[src/rtl/regfile_sb.sv]
// Multi-port register file: two write ports, two combinational read ports,
// same-cycle bypass, optional zero register and a per-register pending scoreboard.
module regfile_sb #(
    parameter int DATA_W  = 16,
    parameter int ADDR_W  = 4,
    parameter int R0_ZERO = 0,
    parameter int BYPASS  = 1
) (
    input  logic              clk,
    input  logic              reset,
    input  logic              wr0_en,
    input  logic [ADDR_W-1:0] wr0_addr,
    input  logic [DATA_W-1:0] wr0_data,
    input  logic              wr1_en,
    input  logic [ADDR_W-1:0] wr1_addr,
    input  logic [DATA_W-1:0] wr1_data,
    input  logic [ADDR_W-1:0] rd0_addr,
    input  logic [ADDR_W-1:0] rd1_addr,
    output logic [DATA_W-1:0] rd0_data,
    output logic [DATA_W-1:0] rd1_data,
    output logic              rd0_pend,
    output logic              rd1_pend,
    input  logic              claim_en,
    input  logic [ADDR_W-1:0] claim_addr,
    output logic              claim_ok,
    output logic [ADDR_W:0]   pend_cnt
);
    localparam int DEPTH = 2 ** ADDR_W;

    logic [DATA_W-1:0] r_mem [DEPTH];
    logic [DEPTH-1:0]  r_pend;
    logic [DEPTH-1:0]  w_pend_nxt;
    logic [ADDR_W:0]   r_cnt;
    logic [ADDR_W:0]   w_cnt_nxt;
    logic              w_claim_zero;
    logic              w_claim_set;
    logic              w_wr0_ok;
    logic              w_wr1_ok;
    logic              w_dec0;
    logic              w_dec1;

    function automatic logic is_zero(input logic [ADDR_W-1:0] a);
        return (R0_ZERO != 0) && (a == '0);
    endfunction

    function automatic logic wr_hit(input logic [ADDR_W-1:0] a);
        return (wr0_en && (wr0_addr == a)) || (wr1_en && (wr1_addr == a));
    endfunction

    // wr1 is checked last so it takes priority over wr0; zero reg overrides both
    function automatic logic [DATA_W-1:0] rd_val(input logic [ADDR_W-1:0] a);
        logic [DATA_W-1:0] v;
        v = r_mem[a];
        if ((BYPASS != 0) && wr0_en && (wr0_addr == a)) v = wr0_data;
        if ((BYPASS != 0) && wr1_en && (wr1_addr == a)) v = wr1_data;
        if (is_zero(a)) v = '0;
        return v;
    endfunction

    function automatic logic rd_pnd(input logic [ADDR_W-1:0] a);
        return r_pend[a] && !((BYPASS != 0) && wr_hit(a)) && !is_zero(a);
    endfunction

    assign rd0_data = rd_val(rd0_addr);
    assign rd1_data = rd_val(rd1_addr);
    assign rd0_pend = rd_pnd(rd0_addr);
    assign rd1_pend = rd_pnd(rd1_addr);

    assign w_claim_zero = is_zero(claim_addr);
    assign claim_ok     = claim_en && (w_claim_zero || !r_pend[claim_addr]);
    assign w_claim_set  = claim_ok && !w_claim_zero;
    assign w_wr0_ok     = wr0_en && !is_zero(wr0_addr);
    assign w_wr1_ok     = wr1_en && !is_zero(wr1_addr);
    assign pend_cnt     = r_cnt;

    // Same-address double write clears one bit, so only wr1 counts it
    assign w_dec0 = wr0_en && r_pend[wr0_addr]
                  && !(wr1_en && (wr1_addr == wr0_addr))
                  && !(w_claim_set && (claim_addr == wr0_addr));
    assign w_dec1 = wr1_en && r_pend[wr1_addr]
                  && !(w_claim_set && (claim_addr == wr1_addr));

    always_comb begin
        w_pend_nxt = r_pend;
        if (wr0_en) w_pend_nxt[wr0_addr] = 1'b0;
        if (wr1_en) w_pend_nxt[wr1_addr] = 1'b0;
        if (w_claim_set) w_pend_nxt[claim_addr] = 1'b1;
        w_cnt_nxt = r_cnt + (ADDR_W+1)'(w_claim_set)
                  - (ADDR_W+1)'(w_dec0) - (ADDR_W+1)'(w_dec1);
    end

    always_ff @(posedge clk or posedge reset) begin
        if (reset) begin
            for (int i = 0; i < DEPTH; i++) r_mem[i] <= '0;
            r_pend <= '0;
            r_cnt  <= '0;
        end else begin
            if (w_wr0_ok) r_mem[wr0_addr] <= wr0_data;
            if (w_wr1_ok) r_mem[wr1_addr] <= wr1_data;
            r_pend <= w_pend_nxt;
            r_cnt  <= w_cnt_nxt;
        end
    end
endmodule

[config.mk]
export PLATFORM = sky130hd
export DESIGN_NAME = regfile_sb
export DESIGN_NICKNAME = d
export VERILOG_FILES = /design/src/rtl/regfile_sb.sv
export SDC_FILE = /design/constraint.sdc
export NUM_CORES = 1
export LEC_CHECK = 0
export CAP_MARGIN = 20
export CORE_UTILIZATION = 25
export CTS_CLUSTER_DIAMETER = 30
export DETAILED_ROUTE_END_ITERATION = 12
export GPL_ROUTABILITY_DRIVEN = 1
export PLACE_DENSITY = 0.51
export SETUP_SLACK_MARGIN = 0.15
export SLEW_MARGIN = 10
export SYNTH_ARGS = -nofsm -noshare
export SYNTH_HDL_FRONTEND = slang
export SYNTH_SLANG_ARGS = --single-unit
export TNS_END_PERCENT = 20
[constraint.sdc]
create_clock -name clk -period 9.8 [get_ports clk]
set_input_delay 1.96 -clock clk [delete_from_list [all_inputs] [get_ports clk]]
set_output_delay 1.96 -clock clk [all_outputs]
set_load 0.05 [all_outputs]
==> impl_metrics.tcl, run 1 <==
set metrics [dict create \
    syn-instance-count 1836 \
    final_nets 1913 \
    fmax_ghz 0.1276 \
    ff_latch_area_sq_um 6932 \
    synth_flop_cell "dfrtp_1" \
    antenna_cells 0 \
    synth_compound_gate_area_share_pct 11.38 \
    drive_above_1_share_pct 20.77 \
    cts_buffers 71 \
    post_synth_xor_area_fraction_pct 1.072 \
    grt_max_degree 175 \
    yosys-top-cells-count "288 x mux2i_1, 277 x dfrtp_1, 224 x nor2_1" \
    yosysWarnings 0 \
    rsz0062_at_grt "false" \
    p_leak_uw 0.009309 \
    clk_latency_ns 0.58 \
    yosysMostFrequentCell "mux2i_1" \
    min_from "pend_cnt[0]" \
    outcome "finished, final reports clean" \
    rrSetupSlack_ns 6.40 \
    placeableCoreArea_sq_um 74450 \
    yosysTopAreaCell "dfrtp_1" \
    dieArea_sq_um 76250 \
    synthAdderAreaFrac_pct 0.5461 \
    netlist_area_sq_um 18790 \
    multi_input_area_sq_um 10870 \
    ctsHoldBuffers 0 \
    tns_ns 0 \
    start_util_pct 25.24 \
    grt_pass1_wl_um 107300 \
    track_usage_pct 18.89 \
    wl_per_cell_um 25.50 \
    n_fill_cell 7551 \
    hold_viol_final 0 \
    crit_path_max_incr_delay_ns 1.03 \
    rows 100 \
    cts_sinks 277 \
    antenna_found_initial 0 \
    io_pins 97 \
    detail-route-antenna-nets 0 \
    num_vias 15608 \
    fp.dieW_um 276.1 \
    cp_slowest_cell "nor4_4" \
    powerDensity_nw_per_um2 242.9 \
    fin_hold_ws_ns 0.5293 \
    worst_setup_path_end_kind "output port" \
    irDropWorstVdd_v 0.0001207 \
    synth.area.mux_share_pct 33.78 \
    arrival_ns 5.88 \
    clk_path_buf_depth 3 \
    cts_setup_buffers 0 \
    crit_start "wr0_addr[0]" \
    cts_root_buffer "clkbuf_16" \
    cts.clk_slew.worst_paths_ns 0.04 \
    crit_top_cell "clkdlybuf4s50_1" \
    grt-ovfl-total 0 \
    synth_cell_types 47 \
    synth-simple-area-share_pct 10.95 \
    ys_seq_area_share_pct 36.89 \
    maxCapViolCount 0 \
    dp_hpwl_um 44930 \
    place_congestion 0.8677 \
    htreeDepth 3 \
    setup_viol 0 \
    cts_resized 0 \
    r2r_start "r_pend[14]" \
    start_kind "input pin" \
    synth_edf_count 0 \
    synth-seq-cells 277 \
    syn_area_per_cell_sq_um 10.23 \
    required_ns 7.84 \
    synthArstFlopShare_pct 100.0 \
    tightest_slew_ns 1.208 \
    crit_family "simple AND/OR/NAND/NOR gates" \
    synth_top_family_by_area "multiplexers" \
    yosys.area.top_type_share_pct 36.89 \
    skew_ns 0.009408 \
    maxSlewViolCount 0 \
    critPathKind "input pin to output port" \
    wl_um 73210 \
    worstPathMaxFanout 18 \
    drt_drc_violations_left 0 \
    syn-num-nets 1900 \
    dieHeight_um 276.1 \
    port_buffers 96 \
    synth.area.top_cells "dfrtp_1 37%, mux2i_1 15%, mux4_2 12%" \
    critPathBufInv 2 \
    fin_crit_ns 7.837 \
    slew_headroom_pct 18.83 \
    min_path_type "flip-flop to flip-flop" \
    area_growth_pct 22.02 \
    cp_cell_sequence "clkdlybuf4s50_1 > xor2_1 > nor4_4 > nand2_2 > o221a_2 > clkdlybuf4s50_1" \
    drt_pass1_iterations 5 \
    vias_per_cell 5.436 \
    fin_crit_sh_pct 79.97 \
    grt_pass1_vias 15221 \
    cts_tree "built" \
    drt_first_iter_violations 1693 \
]
final timing paths:
path | end | cells after the start
worst max-delay path | rd1_data[15] | 6
worst min-delay path | pend_cnt[0] | 1
worst max register to register | pend_cnt[2] | 11
worst min register to register | pend_cnt[0] | 1
max in group asynchronous | r_pend[0] | 3
min in group asynchronous | r_mem[218] | 2
per-stage QoR:
| step | setup slack (ns) | instance area, sq um | instances | total power [uW] | utilization [%] |
|---|---|---|---|---|---|
| detailed placement | 2.122 | 20470 | 2745 | 3139 | 27.49 |
| floorplan | 0.2029 | 18790 | 1836 | 2694 | - |
| global placement | 2.242 | 20470 | 2745 | 3094 | 27.49 |
| CTS | 2.113 | 22920 | 2871 | 5586 | 30.79 |
| finish | 1.963 | 22920 | 2871 | 5568 | 30.79 |
| global route | 1.929 | 22920 | 2871 | 5794 | 30.79 |
final cells by class:
cell class                      instances  area share (%)
Tap cell                              969           5.289
Clock inverter                         32           1.839
Clock buffer                           94           8.885
Sequential cell                       277           30.24
Timing Repair Buffer                  155           6.069
Multi-Input combinational cell       1329           47.40
Inverter                               15          0.2784
layer usage:
metal | wire [um] | vias up | GRT usage [%]
met4 | 2487 | 0 | 6.632
met2 | 31330 | 786 | 27.25
li1 | - | 6759 | -
met3 | 6186 | 157 | 4.656
met1 | 33200 | 7906 | 27.20
met5 | 0 | - | 0
state kept, by name, indices dropped and copies added, names as in the netlist:
signal and cells:
r_pend 16, pend_cnt 5, r_mem 256
power breakdown:
part / total, uW / internal (uW) / switching [uW]
sequential: 1700 / 1450 / 253
clock: 2420 / 1680 / 739
combinational: 1440 / 699 / 746
total: 5570 / 3830 / 1740
cell families (layout without fill, tap and decap cells):
group | count (synthesis) | after routing
AOI/OAI and AO/OA | 371 | 371
xor gates and xnor gates | 23 | 23
adders and majority gates | 7 | 7
buffers and inverters | 230 | 296
DFF | 277 | 277
muxes | 469 | 469
and+or+nand+nor | 459 | 459
layout by cell type, fill, tap and decap left out, types with 6 or more instances in the layout:
master,n
o221a_2,32
xor2_1,13
nor2_2,9
dfrtp_1,277
clkbuf_1,9
nand2b_1,9
mux2i_1,288
inv_1,14
nor3_1,6
a21oi_1,162
mux2_2,60
clkinv_2,14
mux4_2,104
clkdlybuf4s50_1,89
o21ai_0,136
bufinv_16,9
nand2_1,126
nor2_1,224
xnor2_1,10
o22ai_1,30
and2_1,6
mux4_1,17
clkbuf_8,11
nand3_1,10
nor2b_1,13
buf_4,62
or4_1,32
clkbuf_16,74
Power figures use the tool's default switching activity.
==> run 2, diff against run 1 <==
--- a/config.mk
+++ b/config.mk
@@ -10,7 +10,7 @@
 export CTS_CLUSTER_DIAMETER = 30
 export DETAILED_ROUTE_END_ITERATION = 12
 export GPL_ROUTABILITY_DRIVEN = 1
-export PLACE_DENSITY = 0.51
+export PLACE_DENSITY = 0.5
 export SETUP_SLACK_MARGIN = 0.15
 export SLEW_MARGIN = 10
 export SYNTH_ARGS = -nofsm -noshare
==> constraint.sdc (replaced) <==
create_clock -name clk -period 8 [get_ports clk]
set_input_delay 1.6 -clock clk [delete_from_list [all_inputs] [get_ports clk]]
set_output_delay 1.6 -clock clk [all_outputs]
set_load 0.05 [all_outputs]
==> impl_metrics.tcl, run 2 (synthesized netlist as in run 1, its figures left out) <==
set metrics [dict create \
    rows 100 \
    detail-route-antenna-nets 0 \
    r2r_start "r_pend[11]" \
    dp_slack_ns 1.479 \
    fin_hold_ws_ns 0.5268 \
    skew_ns 0.007468 \
    critPathKind "input pin to output port" \
    cts_root_buffer "clkbuf_16" \
    p_leak_uw 0.009335 \
    rsz0062_at_grt "false" \
    io_pins 97 \
    min_path_type "flip-flop to flip-flop" \
    hold_viol_final 0 \
    grt_pass1_wl_um 108200 \
    final_common_cell "mux2i_1" \
    cts_tree "built" \
    arrival_ns 5.04 \
    required_ns 6.40 \
    dieHeight_um 276.1 \
    placedInstanceArea_sq_um 20500 \
    layout_common_cells "288 x mux2i_1, 277 x dfrtp_1, 224 x nor2_1" \
    htreeDepth 3 \
    drive_above_1_share_pct 20.89 \
    clk_path_buf_depth 3 \
    tns_ns 0 \
    vias_per_cell 5.398 \
    num_vias 15546 \
    grt_max_degree 161 \
    wl_per_cell_um 25.45 \
    reg2regPathDepth 11 \
    crit_family "buffers and inverters" \
    cts_buffers 75 \
    fp.dieW_um 276.1 \
    dp_cells 2745 \
    area_growth_pct 22.23 \
    worstPathMaxFanout 17 \
    cts_sinks 277 \
    clk_latency_ns 0.58 \
    powerDensity_nw_per_um2 295.6 \
    port_buffers 96 \
    ctsHoldBuffers 0 \
    wl_met3_um 6842 \
    antenna_found_initial 4 \
    tightest_slew_ns 1.130 \
    final_cells 2880 \
    grt_pass1_vias 15543 \
    wl_um 73310 \
    start_util_pct 25.24 \
    final_nets 1917 \
    drt_drc_violations_left 0 \
    min_from "pend_cnt[0]" \
    setup_viol 0 \
    dr_wl_met2_um 31710 \
    largest_register_ffs 256 \
    crit_path_max_incr_delay_ns 0.73 \
    start_kind "input pin" \
    fmax_ghz 0.1506 \
    crit_cells 8 \
    placeableCoreArea_sq_um 74450 \
    worst_setup_path_end_kind "output port" \
    routed.top_layer "met5" \
    slew_headroom_pct 24.41 \
    fin_crit_sh_pct 83.00 \
    fin_crit_ns 6.640 \
    cp_slowest_cell "clkdlybuf4s50_1" \
    wl_met1_um 33070 \
    final_design_area_no_fill_sq_um 22960 \
    cts_setup_buffers 0 \
    grt-ovfl-total 0 \
    drt_pass1_iterations 5 \
    irDropWorstVdd_v 0.0002277 \
    drt_first_iter_violations 1498 \
    cp_cell_sequence "buf_2 > buf_4 > nand2b_1 > o21ai_0 > nor2_1 > or4_1 > o221a_2 > clkdlybuf4s50_1" \
    largest-register "r_mem" \
    critPathBufInv 3 \
    fin_ws_ns 1.360 \
    r2r-end "pend_cnt[3]" \
    outcome "finished, final reports clean" \
    maxSlewViolCount 0 \
    crit_start "rd1_addr[0]" \
    maxCapViolCount 0 \
    cts_resized 0 \
    dieArea_sq_um 76250 \
    dp_hpwl_um 46790 \
    cts.clk_slew.worst_paths_ns 0.04 \
    track_usage_pct 18.94 \
    place_congestion 0.8870 \
    rrSetupSlack_ns 4.55 \
    crit_end "rd1_data[5]" \
]
run 2: cell count changes in the layout (fill, tap and decap cells not counted), moves of 2 or more:
| cell | before | now |
|---|---|---|
| bufinv_16 | 9 | 4 |
| clkbuf_16 | 74 | 76 |
| buf_12 | 1 | 4 |
| inv_16 | 0 | 2 |
| buf_4 | 62 | 59 |
| clkbuf_1 | 9 | 14 |
| clkbuf_8 | 11 | 16 |
| clkinv_2 | 14 | 18 |
| clkinv_4 | 2 | 0 |
run 2: worst min path at each step:
stage	slack, ns	cells after the start	endpoint
floorplan	0.53	1	r_pend[0]
global placement	0.50	1	pend_cnt[0]
detailed placement	0.53	1	pend_cnt[0]
CTS	0.53	1	pend_cnt[0]
global route	0.55	1	pend_cnt[0]
finish	0.53	1	pend_cnt[0]
run 2: layout make-up:
type | count | area (sq um)
sequential | 277 | 6932
clock buffer | 106 | 2175
tap | 969 | 1212
inverter | 15 | 60.06
clock inverter | 28 | 290.3
multi-input combinational | 1329 | 10870
fill | 7510 | 51480
timing repair buffer | 155 | 1424
antenna | 1 | 2.502
run 2: where the power goes:
group | internal (uW) | switching, uW
Combinational | 857 | 931
Sequential | 1780 | 300
Clock | 2000 | 920
run 2: metrics by stage:
stage	total power [uW]	util, %
CTS	6813	30.84
detailed placement	3861	27.53
floorplan	3301	-
finish	6788	30.85
global placement	3796	27.53
global route	7081	30.84
run 2: per-layer routing:
metal  vias up  track usage [%]
met5         -                0
met4         4            5.386
met2       746            27.94
li1       6784                -
met1      7879            26.95
met3       133            5.121
run 2: worst register-to-register path, delay by kind of cell, from the launching register on:
kind / cells / cell delay [ns]
XOR/XNOR: 1 / 0.13
AND/OR/NAND/NOR: 1 / 0.24
adder cells (fa/ha/maj): 4 / 1.27
flip-flops: 1 / 0.45
multiplexers: 2 / 1.00
buffers and inverters: 3 / 0.22
==> run 3, diff against run 2 <==
==> constraint.sdc (replaced) <==
create_clock -name clk -period 6.38 [get_ports clk]
set_input_delay 1.276 -clock clk [delete_from_list [all_inputs] [get_ports clk]]
set_output_delay 1.276 -clock clk [all_outputs]
set_load 0.05 [all_outputs]
==> impl_metrics.tcl, run 3 (synthesized netlist as in run 1, its figures left out) <==
set metrics [dict create \
    port_buffers 96 \
    start_util_pct 25.24 \
    crit_family "buffers and inverters" \
    cts_buffers 78 \
    largest_register_ffs 256 \
    crit_end "claim_ok" \
    cts_tree "built" \
    slew_headroom_pct 30.05 \
    crit_path_max_incr_delay_ns 0.84 \
    area_growth_pct 26.35 \
    cts.clk_slew.worst_paths_ns 0.04 \
    required_ns 5.10 \
    layout_common_cells "288 x mux2i_1, 277 x dfrtp_1, 224 x nor2_1" \
    track_usage_pct 19.24 \
    cts_sinks 277 \
    cp_cell_sequence "clkdlybuf4s50_1 > mux4_2 > mux4_2 > nor2b_1 > clkdlybuf4s50_1" \
    detail-route-antenna-nets 0 \
    fin_crit_ns 5.517 \
    drt_first_iter_violations 1567 \
    hold_depth 1 \
    min_path_type "flip-flop to flip-flop" \
    cts_resized 0 \
    critPathBufInv 2 \
    fin_crit_sh_pct 86.47 \
    final_cells 2898 \
    reg2regPathDepth 11 \
    place_congestion 0.8794 \
    cts_setup_buffers 0 \
    drive_above_1_share_pct 23.13 \
    grt_pass1_wl_um 110000 \
    grt_max_degree 142 \
    largest-register "r_mem" \
    drt_drc_violations_left 0 \
    arrival_ns 4.24 \
    dp_cells 2751 \
    io_pins 97 \
    p_leak_uw 0.009697 \
    clk_latency_ns 0.60 \
    dieHeight_um 276.1 \
    tns_ns 0 \
    hold_viol_final 0 \
    grt-ovfl-total 0 \
    final_nets 1927 \
    powerDensity_nw_per_um2 387.0 \
    r2r-end "pend_cnt[3]" \
    maxSlewViolCount 0 \
    setup_viol 0 \
    cts_root_buffer "clkbuf_16" \
    cp_slowest_cell "clkdlybuf4s50_1" \
    wl_per_cell_um 25.47 \
    vias_per_cell 5.443 \
    crit_cells 5 \
    start_kind "input pin" \
    rsz0062_at_grt "false" \
    antenna_found_initial 1 \
    placeableCoreArea_sq_um 74450 \
    tightest_slew_ns 1.049 \
    irDropWorstVdd_v 0.0002037 \
    worstPathMaxFanout 11 \
    outcome "finished, final reports clean" \
    htreeDepth 3 \
    final_common_cell "mux2i_1" \
    grt_pass1_vias 15996 \
    rows 100 \
    dp_hpwl_um 45990 \
    ctsHoldBuffers 0 \
    maxCapViolCount 0 \
    skew_ns 0.005923 \
    drt_pass1_iterations 5 \
    wl_um 73820 \
    n_fill_cell 7446 \
    critPathKind "input pin to output port" \
    num_vias 15775 \
    r2r_start "r_pend[15]" \
    clk_path_buf_depth 3 \
    fp.dieW_um 276.1 \
    worst_setup_path_end_kind "output port" \
    crit_start "claim_addr[0]" \
    dieArea_sq_um 76250 \
    fmax_ghz 0.1813 \
    rrSetupSlack_ns 2.99 \
]
## run 3: layout make-up
type / count / area, sq um / share of cell area (%)
timing repair buffer: 162 / 1804 / 7.601
inverter: 15 / 60.06 / 0.2530
multi-input combinational: 1329 / 10870 / 45.79
antenna: 1 / 2.502 / 0.01054
clock inverter: 38 / 676.9 / 2.852
sequential: 277 / 6932 / 29.20
tap: 969 / 1212 / 5.108
clock buffer: 107 / 2181 / 9.187
## run 3: power by group
part	total, uW	leakage (uW)	internal [uW]	switching (uW)
clock	4210	0.00138	2960	1250
sequential	2610	0.00328	2230	381
combinational	2360	0.00503	1190	1170
## run 3: worst reg2reg max path, cell delays in order, from the launching register on
cell and delay [ns]:
dfrtp_1 0.44, mux4_2 0.52, mux4_2 0.49, nor2b_1 0.21, inv_1 0.12, fa_1 0.43, ha_1 0.28, inv_1 0.05
ha_1 0.15, inv_1 0.06, fa_1 0.40, xnor2_1 0.13
## run 3: stage by stage
stage	util [%]	power [uW]	setup WS, ns	instance area, sq um	hold slack (ns)
floorplan	-	4139	1.269	18790	0.5282
global placement	28.01	4886	0.8853	20850	0.4933
detailed placement	28.01	4969	0.8666	20850	0.5109
CTS	31.85	9220	0.8723	23710	0.5192
global route	31.88	9573	0.7769	23740	0.5503
finish	31.89	9187	0.8633	23740	0.5169
## run 3: how the worst min path moves through the flow
stage                      from     endpoint  slack (ns)
floorplan             r_pend[0]    r_pend[0]        0.53
global placement    pend_cnt[0]  pend_cnt[0]        0.49
detailed placement  pend_cnt[0]  pend_cnt[0]        0.51
CTS                 pend_cnt[0]  pend_cnt[0]        0.52
global route        pend_cnt[0]  pend_cnt[0]        0.55
finish              pend_cnt[0]  pend_cnt[0]        0.52
## run 3: layer usage
metal	vias up	wire, um	part of all wire, %	GRT usage (%)
li1	6797	-	-	-
met5	-	0	0	0
met3	158	7144	9.7	5.450
met1	7969	32230	44	26.65
met2	851	32120	44	28.41
met4	0	2330	3.2	6.947
==> RTL edit (config.mk and constraints of run 3) <==
`ADDR_W`: 4 -> 5.
--- a/src/rtl/regfile_sb.sv
+++ b/src/rtl/regfile_sb.sv
@@ -3,5 +3,5 @@
 module regfile_sb #(
     parameter int DATA_W  = 16,
-    parameter int ADDR_W  = 4,
+    parameter int ADDR_W  = 5,
     parameter int R0_ZERO = 0,
     parameter int BYPASS  = 1
Ports: changed (6 resized); port bits go from 97 to 103. No check against the original RTL was run, so the function may have changed too.
==> RTL edit against run 3 <==
The flow now finishes with violations (DRC). Worst hold slack got worse by 0.011 ns. Setup slack got worse by 0.20 ns. Wire length increased by 110%. Area after synthesis is 93% higher. Register-to-register slack got worse by 0.39 ns. Power increased by 88%. First-iteration DRC count increased by 140%. Global-route usage grew 1.3 points. Cell count rose by 95%. Non-clock buffer count up 115. Die area grew 92%. Sequential cell count rose by 273. Final area rose by 91%. Largest cell class unchanged.
==> RTL edit: results <==
[outcome]
status = "complete, but fails checks"
violations = "DRC"

[clocking]
clock_sinks = 550
clk_latency_ns = 0.75
cts_buffers = 154
h-tree-depth = 4

[final_layout]
nFillCells = 14600
multiInputGateArea_um2 = 20800
nClkBuffers = 198
sh_seq_area_pct = 30.4
layout-drive-gt1-share_pct = 20.1
buf_share_pct = 6.09
nNetsFinal = 3679
largest_reg_flops = 512
n_antenna_cell = 6
n_all_buffers = 277

[pwr]
vdd_ir_drop_max_mv = 0.232
powerDensity_nw_per_um2 = 381
p_leak_nw = 19.3

[drt]
wl_met2_mm = 70.0
drc = 12
wl_met3_mm = 12.0
drtIter0Drc = 3752
wl_mm = 154
drt-met1-wl_mm = 66.4
first_pass_iters = 10
viasPerCell = 5.42

[placement]
dp_hpwl_mm = 100
dpl_worst_slack_ns = 0.649
io_buffer_count = 102
gp_congestion = 0.905

[critical_path]
slowest_delay_ns = 0.70
r2r_slack_ns = 2.60
cp_max_fo = 12
startpoint = "rd0_addr[4]"
rr_endpoint = "pend_cnt[5]$_DFF_PP0_"
crit_buf_inv = 3
r2r-start = "r_pend[31]$_DFF_PP0_"
endpoint = "rd0_data[1]"
worstPathArrival_ns = 4.44
rr_worst_depth = 13

[yosys]
synthAdderAreaFrac_pct = 0.317
synth_mux_area_share_pct = 33.1
synthTopCellsByArea = "dfrtp_1 38%, mux2i_1 20%, mux4_2 12%, a21oi_1 4.1%, o21ai_0 3.8%"
synth-xor-area-share_pct = 0.700
synthTopCellsByCount = "738 x mux2i_1, 550 x dfrtp_1, 351 x nand2_1"
synth-seq-area-share_pct = 37.9
yosys.cell_types.count = 66

[global_route]
use_met1_pct = 28.3
antenna_found_initial = 11
grt_max_degree = 155
grt_util_all_layers_pct = 20.5
grtUsageMet2_pct = 31.9
grt_pass1_wl_mm = 220
grt_pass1_vias = 29200
met3_usage_pct = 3.92

[sta]
worstMarginPinSlew_ns = 1.23
fin_worst_skew_ns = 0.0320
setup_ws_ns = 0.664
## RTL edit: how the worst min path moves through the flow
| stage | endpoint | depth (start not counted) |
|---|---|---|
| after floorplan | r_pend[17]$_DFF_PP0_ | 1 |
| after global placement | pend_cnt[0]$_DFF_PP0_ | 1 |
| after detailed placement | pend_cnt[0]$_DFF_PP0_ | 1 |
| after CTS | pend_cnt[0]$_DFF_PP0_ | 1 |
| after global routing | pend_cnt[0]$_DFF_PP0_ | 1 |
| final | pend_cnt[0]$_DFF_PP0_ | 1 |
## RTL edit: power breakdown
part	internal (mW)	total, mW	switching [mW]
Sequential	4.44	5.28	0.832
Clock	5.54	8.06	2.52
Combinational	1.87	3.91	2.04
## RTL edit: stage by stage
stage	hold slack (ns)	instances
after floorplan	0.524	3583
after global placement	0.497	5355
after detailed placement	0.498	5355
after CTS	0.508	5638
after global routing	0.518	5642
final	0.506	5645
